**config.mk**
```make
export PLATFORM = sky130hd
export DESIGN_NAME = freq_meter
export DESIGN_NICKNAME = d
export VERILOG_FILES = /design/src/rtl/freq_meter.sv
export SDC_FILE = /design/constraint.sdc
export NUM_CORES = 1
export LEC_CHECK = 0
export CAP_MARGIN = 20
export CORE_MARGIN = 1.5
export CORE_UTILIZATION = 56
export CTS_CLUSTER_SIZE = 25
export DETAILED_ROUTE_END_ITERATION = 16
export PLACE_DENSITY = 0.77
export SYNTH_ARGS = -nofsm -noshare
export SYNTH_HDL_FRONTEND = slang
export SYNTH_SLANG_ARGS = --single-unit
```
**constraint.sdc**
```tcl
create_clock -name clk -period 2.62 [get_ports clk]
set_clock_uncertainty 0.15 [all_clocks]
set_input_delay 0.262 -clock clk [delete_from_list [all_inputs] [get_ports clk]]
set_output_delay 0.262 -clock clk [all_outputs]
set_load 0.1 [all_outputs]
```
**src/rtl/freq_meter.sv**
```systemverilog
// freq_meter: counts rising edges and high cycles of an asynchronous input
// over a fixed gate window of reference clock cycles.
module freq_meter #(
  parameter int GATE_CYCLES = 1000,
  parameter int CNT_W       = 16,
  localparam int HI_W       = $clog2(GATE_CYCLES + 1)
) (
  input  logic             clk,
  input  logic             rst,
  input  logic             start,
  input  logic             continuous,
  input  logic             freq_in,
  output logic [CNT_W-1:0] edge_count,
  output logic [HI_W-1:0]  high_count,
  output logic             overflow,
  output logic             valid,
  output logic             busy
);

  localparam int GC_W = $clog2(GATE_CYCLES);

  typedef enum logic {IDLE, MEASURE} state_t;

  state_t            state;
  logic              s1, s2, prev;
  logic              rise;
  logic [GC_W-1:0]   gc;
  logic [CNT_W-1:0]  eacc, eacc_nxt;
  logic [HI_W-1:0]   hacc, hacc_nxt;
  logic              ovf, ovf_nxt;
  logic              edge_full;
  logic              last;

  // Synchronizer and edge-detect history; free-running in every state so a
  // window never opens on a stale edge.
  always_ff @(posedge clk) begin
    if (rst) begin
      s1   <= 1'b0;
      s2   <= 1'b0;
      prev <= 1'b0;
    end else begin
      s1   <= freq_in;
      s2   <= s1;
      prev <= s2;
    end
  end

  assign rise      = s2 & ~prev;
  assign edge_full = (eacc == {CNT_W{1'b1}});
  assign last      = (gc == GC_W'(GATE_CYCLES - 1));

  // Accumulator next values including this cycle's contribution; the edge
  // count saturates and a further edge latches the sticky overflow.
  always_comb begin
    eacc_nxt = eacc;
    if (rise && !edge_full) eacc_nxt = eacc + CNT_W'(1);
    ovf_nxt  = ovf | (rise & edge_full);
    hacc_nxt = hacc + HI_W'(s2);
  end

  // Control FSM: gate counter, accumulators and registered result outputs.
  always_ff @(posedge clk) begin
    if (rst) begin
      state      <= IDLE;
      gc         <= '0;
      eacc       <= '0;
      hacc       <= '0;
      ovf        <= 1'b0;
      edge_count <= '0;
      high_count <= '0;
      overflow   <= 1'b0;
      valid      <= 1'b0;
      busy       <= 1'b0;
    end else begin
      valid <= 1'b0;
      case (state)
        IDLE: begin
          if (start) begin
            state <= MEASURE;
            busy  <= 1'b1;
            gc    <= '0;
            eacc  <= '0;
            hacc  <= '0;
            ovf   <= 1'b0;
          end
        end
        MEASURE: begin
          if (last) begin
            edge_count <= eacc_nxt;
            high_count <= hacc_nxt;
            overflow   <= ovf_nxt;
            valid      <= 1'b1;
            gc         <= '0;
            eacc       <= '0;
            hacc       <= '0;
            ovf        <= 1'b0;
            // Back-to-back windows: next window's first cycle is the next one.
            if (!continuous) begin
              state <= IDLE;
              busy  <= 1'b0;
            end
          end else begin
            gc   <= gc + GC_W'(1);
            eacc <= eacc_nxt;
            hacc <= hacc_nxt;
            ovf  <= ovf_nxt;
          end
        end
        default: begin
          state <= IDLE;
          busy  <= 1'b0;
        end
      endcase
    end
  end

endmodule

```
==> Word-level counts from Yosys, hierarchy flattened <==
Index checks and enable logic that the tools add are counted.
{ "totals": {"reg_bits": 70, "in_bits": 5, "output_inout_bits": 29, "elab_cells": 52} }
{ "op_classes": {"addsub": 3, "n_eq_ne": 5, "n_mux": 21, "bitwise_logic": 5, "reduce_logical": 5} }
{ "op_table": {"columns": ["operator", "n"], "rows": [
  ["$mux W16", 3],
  ["$pmux W10 S2", 2],
  ["$pmux W16 S2", 1],
  ["$mux W10", 3],
  ["$add A16 B1 Y16 const B", 1],
  ["$eq A16 B16 Y1 const B", 1],
  ["$add A10 B1 Y10", 1],
  ["$add A10 B1 Y10 const B", 1],
  ["$eq A10 B10 Y1 const B", 1],
  ["$mux W1", 9],
  ["$pmux W1 S2", 3],
  ["$ne A2 B2 Y1 const B", 2],
  ["$reduce_and A3 Y1", 1],
  ["$and A1 B1 Y1", 2],
  ["$ne A2 B1 Y1 const B", 1],
  ["$not A1 Y1", 2],
  ["$reduce_and A2 Y1", 1],
  ["$reduce_or A2 Y1", 1],
  ["$logic_and A1 B1 Y1", 1],
  ["$logic_not A1 Y1", 1],
  ["$or A1 B1 Y1", 1]
]} }

==> Longest topological paths before layout <==
{ "logic_depth": {"depth_word": 6, "depth_mapped": 8} }

==> Worst setup path before layout <==
No wires, ideal clock.
{ "synth_path": {"kind": "register to register", "from": "register gc[0]", "to": "register eacc[1]", "setup_time_ns": 0.117, "t_arrival_ns": 1.732, "required_time_ns": 2.353, "setup_slack_ns": 0.621, "path_stages_with_launch": 8, "path_cell_list": "dfxtp_1 ha_1 nand3_1 o31a_1 and2_1 buf_2 buf_4 a32o_1"} }
{ "synth_between": {"elab_chain_cells": 3} }
{ "synth_lines": {"columns": ["item", "line_no", "source"], "rows": [
  ["from (decl)", "27", "logic [GC_W-1:0] gc;"],
  ["from (signal assigned)", "103", "gc <= gc + GC_W'(1);"],
  ["$eq A10 B10 Y1", "50", "assign last = (gc == GC_W'(GATE_CYCLES - 1));"],
  ["$mux W16", "88", "if (last) begin"],
  ["$pmux W16 S2", "76", "case (state)"],
  ["to (signal assigned)", "104", "eacc <= eacc_nxt;"],
  ["to (decl)", "28", "logic [CNT_W-1:0] eacc, eacc_nxt;"]
]} }
Every way passes these cells.
A chain may end at the register's enable or synchronous reset.

==> Worst setup path after layout <==
{ "layout_path": {"from": "register gc[0]", "to": "register eacc[10]"} }
Same word-level chain as after synthesis.

==> results_dict.tcl <==
set metrics [dict create \
    ant_nets 0 \
    grt_usage_pct 25.0 \
    worstRegToRegCells 7 \
    grt-ovfl-total 0 \
    die_w_um 79.6 \
    min_period_ns 2.23 \
    fin_util_pct 69.0 \
    fillers 472 \
    totalWireLength_um 7330 \
    powerDensity_nw_per_um2 544 \
    crit_path_max_incr_delay_ns 0.40 \
    finalPower_uw 2090 \
    cts_setup_buffers 0 \
    required_ns 2.70 \
    ys.flop_type "dfxtp_1" \
    grt_pass1_wl_um 12200 \
    switching_share_pct 24.0 \
    post-synth-top-area-fraction_pct 42.6 \
    antenna_found_initial 0 \
    wire_per_inst_um 14.7 \
    fin_nets 429 \
    tightest_slew_ns 0.513 \
    synth.top_cells.by_area "dfxtp_1 (43%), nor2_1 (5.5%), a211oi_1 (4.8%)" \
    dp_hpwl_um 4960 \
    instances_no_fill 497 \
    finalSetupViolCount 0 \
    crit_slowest_cell "dfxtp_1" \
    h-tree-depth 3 \
    design.core.area_sq_um 5570 \
    cts-root-buf "clkbuf_8" \
    critPathLaunch "gc[0]$_SDFFE_PP0P_" \
    synth.avg_cell_area_sq_um 8.46 \
    final_common_cell "dfxtp_1" \
    drc 0 \
    cp_top_family "compound AO/OA/AOI/OAI gates" \
    timing.setup.tns_ns 0 \
    place_congestion 0.901 \
    peakVddDrop_uv 380 \
    synthArstFlopShare_pct 0 \
    cts_resized 0 \
    synthCells 389 \
    status "complete, no violations" \
    slew_headroom_pct 65.5 \
    cts_tree "done" \
    synthToLayoutAreaGrowth_pct 16.9 \
    vias 2886 \
    finalCritPeriodShare_pct 85.3 \
    p_comb_share_pct 4.6 \
    power.internal_uw 1590 \
    ioPinCount 34 \
    p_sw_uw 502 \
    crit_path_end_kind "flop" \
    multiInputGateArea_sq_um 1780 \
    mostFrequentLayoutCells "dfxtp_1 (70), nor2_1 (48), nand2_1 (38)" \
    rsz0062_at_grt "no" \
    die_height_um 79.6 \
    slew_violations 0 \
    via_per_inst 5.81 \
    hp-class "reg2reg" \
    synth_largest_area_cell "dfxtp_1" \
    seq_area_sq_um 1400 \
    place_inst 481 \
    arrival_ns 2.32 \
    io_buffer_count 33 \
    clk_pin_slew_ns 0.08 \
    reg2reg_slack_ns 0.39 \
    reg2reg_from "gc[0]$_SDFFE_PP0P_" \
    path_depth 7 \
    synth-seq-cells 70 \
    clock_sinks 70 \
    diodes 0 \
    crit_chain "ha_1 > nand3_1 > o31a_1 > and2_1 > buf_4 > a41oi_1 > a31oi_1" \
    dieArea_sq_um 6340 \
    clockBufferDepth 2 \
    drt_iter0_markers 215 \
    ys_seq_area_share_pct 42.6 \
    synth_fp_nets 398 \
    r2r_end "eacc[10]$_SDFFE_PP0P_" \
    synth_cell_types 53 \
    cp.buffers_inverters 1 \
    grt_pass1_vias 2611 \
    critPathCapture "eacc[10]$_SDFFE_PP0P_" \
    firstDrtPassIters 5 \
    p_leak_uw 0.00132 \
    start_util_pct 59.0 \
    synth_area_sq_um 3290 \
    ys_warn_count 0 \
    power_frac_clock_pct 43.9 \
    hold_slack_ns 0.295 \
    clk_latency_ns 0.35 \
    maxCapViolCount 0 \
    synth_edf_count 0 \
    start_kind "flop" \
    num_rows 27 \
    holdBufCountCts 0 \
    hold_violations 0 \
    worst-setup-path-type "reg2reg" \
    fmax_mhz 448 \
    numCtsBuffers 9 \
    critPathMaxFanout 13 \
    grt_start_max_net_pins 50 \
    final_layout_size_suffix_gt1_share_pct 15.3 \
    seq_power_share_pct 51.5 \
]
cells by family after synthesis:
logic type | synth area share, %
compound gates | 21.1
xor+xnor | 6.12
fa+ha+maj | 1.52
buf+inv | 3.77
flops | 42.6
mux | 0.609
simple gates | 24.3
per-layer routing:
layer	global-route usage, %	wire length (um)	vias up
met5	0	0	-
met4	11.6	169	0
met3	5.49	447	13
met2	37.7	3290	76
met1	33.8	3420	1323
li1	-	-	1474
synthesized netlist by cell type, drive strengths merged (2+ instances only):
cell type	count
nor3	8
and3	5
a21oi	23
o41ai	2
mux2i	2
and4	3
buf	7
or3	6
a31oi	21
nand2	38
nor2b	7
ha	4
xnor2	12
nand3	14
a22oi	4
dfxtp	70
clkbuf	15
nor2	48
or4	2
nand4	9
o21ai	23
inv	7
nor4	4
xor2	11
o31ai	2
nand2b	4
a211oi	22
and2	2
area by class of cell:
cell class / instances / share of cell area, %
clock buffer: 11 / 3.94
inverter: 7 / 0.683
tap: 72 / 2.34
timing repair buffer: 42 / 8.79
multi-input combinational: 290 / 46.3
sequential: 70 / 36.4
clock inverter: 5 / 1.50
per-stage QoR:
step           setup slack (ns)  cell area (sq um)
3_3_place_gp              0.443               3640
2_1_floorplan             0.621               3290
3_5_place_dp              0.408               3640
5_1_grt                   0.150               3840
4_1_cts                   0.397               3840
6_report                  0.386               3840
worst min path at each step:
| stage | slack (ns) | startpoint | cells past startpoint | endpoint |
|---|---|---|---|---|
| after floorplan | 0.20 | rst | 1 | valid$_SDFF_PP0_ |
| after global placement | 0.27 | s1$_SDFF_PP0_ | 1 | s2$_SDFF_PP0_ |
| after detailed placement | 0.28 | s1$_SDFF_PP0_ | 1 | s2$_SDFF_PP0_ |
| after CTS | 0.30 | s1$_SDFF_PP0_ | 1 | s2$_SDFF_PP0_ |
| after global routing | 0.31 | s1$_SDFF_PP0_ | 1 | s2$_SDFF_PP0_ |
| final | 0.30 | s1$_SDFF_PP0_ | 1 | s2$_SDFF_PP0_ |
registers in the layout, summed over array words and instances, names as in the netlist:
name	cells
hacc	10
overflow	1
s1	1
eacc	16
valid	1
high_count	10
state	1
gc	10
busy	1
s2	1
edge_count	16
prev	1
ovf	1
power by group through the flow:
stage	Clock, uW	Combinational (uW)	Sequential [uW]
global placement	0	93.2	1100
CTS	930	96.8	1080
floorplan	0	58.6	1110
global route	968	105	1080
detailed placement	0	96.2	1100
finish	919	96.3	1080
(Power assumes the default switching activity.)
